==> src/rtl/mem_pkg.sv <==
// Shared memory-channel definitions: the channel_update command flit layout
// and the stream_requester control states.
package mem_pkg;

    typedef struct packed {
        logic [26:0] addr;
        logic [26:0] stream_length;
        logic        wen;
    } channel_update;

    localparam logic CMD_FLIT_TUSER = 1'b1;

    typedef enum logic [1:0] {
        IDLE       = 2'd0,
        SEND_CMD   = 2'd1,
        WRITE_DATA = 2'd2,
        READ_WAIT  = 2'd3
    } req_state_e;

endpackage

==> src/rtl/sync_fifo.sv <==
// Synchronous first-word-fall-through FIFO with a registered almost-full flag.
module sync_fifo #(
    parameter int WIDTH     = 130,
    parameter int DEPTH     = 32,
    parameter int AF_THRESH = 20
) (
    input  logic             clk_i,
    input  logic             rst_i,
    input  logic             push_i,
    input  logic [WIDTH-1:0] data_i,
    input  logic             pop_i,
    output logic [WIDTH-1:0] data_o,
    output logic             empty_o,
    output logic             full_o,
    output logic             af_o
);

    localparam int AW = $clog2(DEPTH);

    logic [WIDTH-1:0] mem_q [DEPTH];
    logic [AW-1:0]    wr_ptr_q;
    logic [AW-1:0]    rd_ptr_q;
    logic [AW:0]      count_q;
    logic [AW:0]      count_d;
    logic             af_q;
    logic             do_push;
    logic             do_pop;

    assign full_o  = (count_q == (AW+1)'(DEPTH));
    assign empty_o = (count_q == '0);
    assign do_push = push_i && !full_o;
    assign do_pop  = pop_i && !empty_o;
    // Masked so the read port shows zero rather than stale storage when empty.
    assign data_o  = empty_o ? '0 : mem_q[rd_ptr_q];
    assign af_o    = af_q;

    always_comb begin
        count_d = count_q;
        if (do_push && !do_pop) begin
            count_d = count_q + (AW+1)'(1);
        end else if (!do_push && do_pop) begin
            count_d = count_q - (AW+1)'(1);
        end
    end

    always_ff @(posedge clk_i) begin
        if (rst_i) begin
            wr_ptr_q <= '0;
            rd_ptr_q <= '0;
            count_q  <= '0;
            af_q     <= 1'b0;
        end else begin
            if (do_push) begin
                wr_ptr_q <= wr_ptr_q + AW'(1);
            end
            if (do_pop) begin
                rd_ptr_q <= rd_ptr_q + AW'(1);
            end
            count_q <= count_d;
            af_q    <= (count_q >= (AW+1)'(AF_THRESH));
        end
    end

    always_ff @(posedge clk_i) begin
        if (do_push) begin
            mem_q[wr_ptr_q] <= data_i;
        end
    end

endmodule

==> src/rtl/stream_requester.sv <==
// Client endpoint for one traffic_merger channel: issues the command flit,
// streams write beats, and buffers read responses for the local consumer.
module stream_requester
    import mem_pkg::*;
#(
    parameter int FIFO_DEPTH = 32,
    parameter int AF_MARGIN  = 12
) (
    input  logic         clk_in,
    input  logic         rst_in,
    input  logic         req_valid,
    output logic         req_ready,
    input  logic [26:0]  req_addr,
    input  logic [26:0]  req_length,
    input  logic         req_wen,
    output logic         done,
    input  logic [127:0] src_data,
    input  logic         src_valid,
    output logic         src_ready,
    output logic [127:0] sink_data,
    output logic         sink_first,
    output logic         sink_last,
    output logic         sink_valid,
    input  logic         sink_ready,
    output logic         overflow,
    output logic [127:0] write_axis_data,
    output logic         write_axis_tuser,
    output logic         write_axis_valid,
    output logic         write_axis_smallpile,
    input  logic         write_axis_ready,
    input  logic [127:0] read_axis_data,
    input  logic         read_axis_tuser,
    input  logic         read_axis_valid,
    output logic         read_axis_af,
    output logic         read_axis_ready,
    output logic [1:0]   dbg_state_o
);

    // Handshakes on every port are valid/ready: a transfer happens on the
    // rising edge where both are high; a source holds data steady until then.
    // read_axis is the exception: the merger pushes regardless of ready.

    req_state_e    state_q;
    logic [26:0]   addr_q;
    logic [26:0]   len_q;
    logic          wen_q;
    logic [26:0]   cnt_q;
    logic          done_zero_q;
    logic          overflow_q;

    channel_update cmd;
    logic          last_cnt;
    logic          wr_hs;
    logic          rd_in;
    logic          ovf_event;
    logic          fifo_empty;
    logic          fifo_full;
    logic [129:0]  fifo_dout;

    assign cmd       = '{addr: addr_q, stream_length: len_q, wen: wen_q};
    assign last_cnt  = (cnt_q == len_q - 27'd1);
    assign wr_hs     = (state_q == WRITE_DATA) && src_valid && write_axis_ready;
    assign rd_in     = read_axis_valid && (state_q == READ_WAIT);
    assign ovf_event = read_axis_valid && ((state_q != READ_WAIT) || fifo_full);

    assign req_ready            = (state_q == IDLE);
    assign done                 = done_zero_q || (wr_hs && last_cnt) || (rd_in && last_cnt);
    assign overflow             = overflow_q;
    assign write_axis_smallpile = 1'b0;
    assign read_axis_ready      = 1'b1;
    assign dbg_state_o          = state_q;

    always_comb begin
        write_axis_data  = '0;
        write_axis_tuser = 1'b0;
        write_axis_valid = 1'b0;
        src_ready        = 1'b0;
        case (state_q)
            SEND_CMD: begin
                write_axis_data  = 128'(cmd);
                write_axis_tuser = CMD_FLIT_TUSER;
                write_axis_valid = 1'b1;
            end
            WRITE_DATA: begin
                write_axis_data  = src_data;
                write_axis_valid = src_valid;
                src_ready        = write_axis_ready;
            end
            default: ;
        endcase
    end

    always_ff @(posedge clk_in) begin
        if (rst_in) begin
            state_q     <= IDLE;
            addr_q      <= '0;
            len_q       <= '0;
            wen_q       <= 1'b0;
            cnt_q       <= '0;
            done_zero_q <= 1'b0;
            overflow_q  <= 1'b0;
        end else begin
            done_zero_q <= 1'b0;
            if (ovf_event) begin
                overflow_q <= 1'b1;
            end
            case (state_q)
                IDLE: begin
                    if (req_valid) begin
                        addr_q <= req_addr;
                        len_q  <= req_length;
                        wen_q  <= req_wen;
                        cnt_q  <= '0;
                        if (req_length == 27'd0) begin
                            done_zero_q <= 1'b1;
                        end else begin
                            state_q <= SEND_CMD;
                        end
                    end
                end
                SEND_CMD: begin
                    if (write_axis_ready) begin
                        state_q <= wen_q ? WRITE_DATA : READ_WAIT;
                    end
                end
                WRITE_DATA: begin
                    if (wr_hs) begin
                        if (last_cnt) begin
                            state_q <= IDLE;
                        end else begin
                            cnt_q <= cnt_q + 27'd1;
                        end
                    end
                end
                READ_WAIT: begin
                    // Beats dropped on a full FIFO still count toward the burst.
                    if (read_axis_valid) begin
                        if (last_cnt) begin
                            state_q <= IDLE;
                        end else begin
                            cnt_q <= cnt_q + 27'd1;
                        end
                    end
                end
                default: state_q <= IDLE;
            endcase
        end
    end

    sync_fifo #(
        .WIDTH     (130),
        .DEPTH     (FIFO_DEPTH),
        .AF_THRESH (FIFO_DEPTH - AF_MARGIN)
    ) u_rsp_fifo (
        .clk_i   (clk_in),
        .rst_i   (rst_in),
        .push_i  (rd_in),
        .data_i  ({read_axis_tuser, last_cnt, read_axis_data}),
        .pop_i   (sink_ready),
        .data_o  (fifo_dout),
        .empty_o (fifo_empty),
        .full_o  (fifo_full),
        .af_o    (read_axis_af)
    );

    assign sink_valid = !fifo_empty;
    assign sink_first = fifo_dout[129];
    assign sink_last  = fifo_dout[128];
    assign sink_data  = fifo_dout[127:0];

endmodule
==> config.mk <==
export PLATFORM = sky130hd
export DESIGN_NAME = stream_requester
export DESIGN_NICKNAME = d
export VERILOG_FILES = /design/src/rtl/mem_pkg.sv /design/src/rtl/sync_fifo.sv /design/src/rtl/stream_requester.sv
export SDC_FILE = /design/constraint.sdc
export NUM_CORES = 2
export LEC_CHECK = 0
export CORE_ASPECT_RATIO = 0.7
export CORE_MARGIN = 8
export CORE_UTILIZATION = 55
export CTS_CLUSTER_SIZE = 10
export DETAILED_ROUTE_END_ITERATION = 6
export GPL_ROUTABILITY_DRIVEN = 0
export HOLD_SLACK_MARGIN = 0.15
export PLACE_DENSITY = 0.75
export SYNTH_ARGS = -nofsm -noshare
export SYNTH_HDL_FRONTEND = slang
export SYNTH_HIERARCHICAL = 1
export SYNTH_MEMORY_MAX_BITS = 65536
export SYNTH_SLANG_ARGS = --single-unit
==> constraint.sdc <==
create_clock -name clk_in -period 8.3 [get_ports clk_in]
set_clock_uncertainty 0.05 [all_clocks]
set_input_delay 1.66 -clock clk_in [delete_from_list [all_inputs] [get_ports clk_in]]
set_output_delay 1.66 -clock clk_in [all_outputs]
set_load 0.02 [all_outputs]
==> impl_metrics.tcl <==
set metrics [dict create \
    seq_area_um2 127000 \
    end_kind "output port" \
    fp.dieH_um 475 \
    p_seq_share_pct 46.1 \
    syn_inst 8067 \
    wl_per_cell_um 34.1 \
    holdPathStages 2 \
    grtUsageTotal_pct 26.9 \
    timing.fmax_mhz 146 \
    dp_hpwl_um 214000 \
    drv_cap 0 \
    grt_pass1_wl_um 621000 \
    hold_start "addr_q[7]" \
    hold_viol_final 0 \
    final_cell_mix "edfxtp_1 (4160), mux4_2 (781), mux2i_1 (655)" \
    syn-num-nets 8403 \
    drv_slew 0 \
    ff2ff_path_depth 11 \
    timing.rr.start "len_q[0]" \
    synth_seq_cells 4268 \
    cts_tree "yes" \
    dr_total_vias 87100 \
    antenna_found_initial 54 \
    cts-resized-gates 0 \
    clk_latency_ps 940 \
    area.growth.synth_to_final_pct 14.3 \
    fin_util_pct 63.2 \
    ioPinCount 589 \
    start_util_pct 55.3 \
    grt_pass1_vias 85700 \
    nNetsFinal 9110 \
    grt_max_degree 119 \
    layout_commonest_cell "edfxtp_1" \
    fin_tns_setup_ps 0 \
    drt_iter0_drc 11800 \
    clkPwrFrac_pct 34.0 \
    layout-drive-gt1-share_pct 17.0 \
    start_kind "flip-flop" \
    drt-total-wl_um 439000 \
    port_buffers 586 \
    layout_min_cycle_time_ps 6840 \
    remaining_drc_errors 4 \
    synthTopCellsByArea "edfxtp_1 (76%), mux4_2 (11%), mux2i_1 (4.0%)" \
    fp.coreArea_um2 299000 \
    hp-class "reg2reg" \
    std_cell_rows 168 \
    ant_nets 0 \
    cts_root_buf "clkbuf_16" \
    cts.sinks 4268 \
    viasPerCell 6.77 \
    period_share_pct 82.4 \
    status "finished with violations" \
    avgSynthCellArea_um2 20.5 \
    async_reset_ff_share_pct 0 \
    clock_path_buffers 4 \
    max-vdd-ir-drop_v 0.000328 \
    power_mw 52.0 \
    internal_power_mw 38.4 \
    cp_data_arrival_time_ps 5130 \
    clk_pin_slew_ps 60 \
    r2r-end "cnt_q[23]" \
    ys_types 76 \
    synth-edff-count 4160 \
    synth_top_area_share_pct 75.6 \
    synth_area_um2 165000 \
    die-width_um 671 \
    comb_power_share_pct 19.9 \
    rsz0062_at_grt "false" \
    grt-ovfl-total 0 \
    power_density_nw_per_um2 275 \
    post_cts_buffers 0 \
    min_delay_worst_endpoint "addr_q[7]" \
    crit_type "reg2out" \
    maxSlewHeadroom_pct 4.42 \
    yosys_warnings 6 \
    fillCellCount 19600 \
    power.net_switching_mw 13.7 \
    ys.flop_type "edfxtp_1" \
    setup_viol 0 \
    hold_buffers 0 \
    p_leak_nw 57.0 \
    rrSetupSlack_ps 3630 \
    drt_first_pass_iters 7 \
    htree_levels 5 \
    numCtsBuffers 470 \
    tightestPinTransition_ps 1420 \
    whs_ps 407 \
    switching_share_pct 26.3 \
    path_max_fanout 100 \
    ys_seq_area_share_pct 76.9 \
    cp.required_ps 6590 \
    multi_input_area_um2 36300 \
    synth_area_leader_cell "edfxtp_1" \
    die-area_um2 319000 \
    violations "DRC" \
]
cell type report:
type,instances,share of cell area [%]
antenna,32,0.0424
clock buffer,516,6.37
clock inverter,22,0.156
inverter,23,0.0563
multi-input combinational,3269,19.2
sequential,4268,67.3
tap,3995,2.65
timing repair buffer,742,4.25
flip-flops by register name (all words and copies together) (netlist names), named ones only:
register and cells:
u_rsp_fifo/mem_q 4160, addr_q 27, cnt_q 27, len_q 27, u_rsp_fifo/count_q 6, u_rsp_fifo/rd_ptr_q 5
u_rsp_fifo/wr_ptr_q 5, dbg_state_o 2, done_zero_q 1, overflow 1, u_rsp_fifo/af_o 1, wen_q 1
cells in the mapped netlist (all sizes together), types with 129 or more instances:
| library cell | count |
|---|---|
| mux4 | 781 |
| nand2 | 135 |
| a221oi | 129 |
| o22ai | 132 |
| mux2i | 655 |
| a2111oi | 131 |
| nor2b | 193 |
| a211oi | 138 |
| clkbuf | 275 |
| a211o | 134 |
| nor2 | 336 |
| edfxtp | 4160 |
| buf | 232 |
metrics by stage:
| stage | cells | setup slack [ps] | area (um^2) |
|---|---|---|---|
| 2_1_floorplan | 8067 | -194 | 165000 |
| 3_3_place_gp | 12300 | 2350 | 176000 |
| 3_5_place_dp | 12300 | 2310 | 176000 |
| 4_1_cts | 12800 | 1340 | 189000 |
| 5_1_grt | 12800 | 1090 | 189000 |
| 6_report | 12900 | 1460 | 189000 |
worst max-delay path, cell delays in order (launching register included):
cell and delay (ps):
dfxtp_4 930, buf_12 690, buf_4 620, mux4_2 570, mux2i_1 160, o22ai_1 200
a211o_1 350, clkdlybuf4s50_1 560
layer usage:
layer / vias up / global-route usage (%) / share of wire, %
met4: 20 / 7.58 / 2.9
met2: 5949 / 41.9 / 46
met1: 45600 / 38.6 / 38
met3: 809 / 6.34 / 12
met5: - / 0 / 0.031
li1: 34800 / - / -
how the worst max path moves through the flow:
stage                                from                 endpoint  cells past startpoint
after detailed placement        flip-flop           sink_data[125]                      7
after global routing            flip-flop            sink_data[28]                      7
final                           flip-flop           sink_data[125]                      7
after floorplan           read_axis_valid  u_rsp_fifo/mem_q[30][0]                      5
after CTS                       flip-flop           sink_data[125]                      7
after global placement          flip-flop           sink_data[125]                      7
cell families after synthesis:
family	share of synthesized area [%]
buffers and inverters	1.36
DFF	76.9
AOI/OAI and AO/OA	4.11
and+or+nand+nor	2.65
other	0.00454
xor gates and xnor gates	0.249
adders and majority gates	0.133
muxes	14.6
power groups by stage:
stage               clock network (mW)  registers [mW]  logic [mW]
floorplan                            0            24.3        6.74
global placement                     0            24.4        10.2
detailed placement                   0            24.4        10.3
CTS                               17.9            24.0        10.4
global route                      18.7            24.0        10.9
finish                            17.7            24.0        10.4
(Power assumes the default switching activity.)
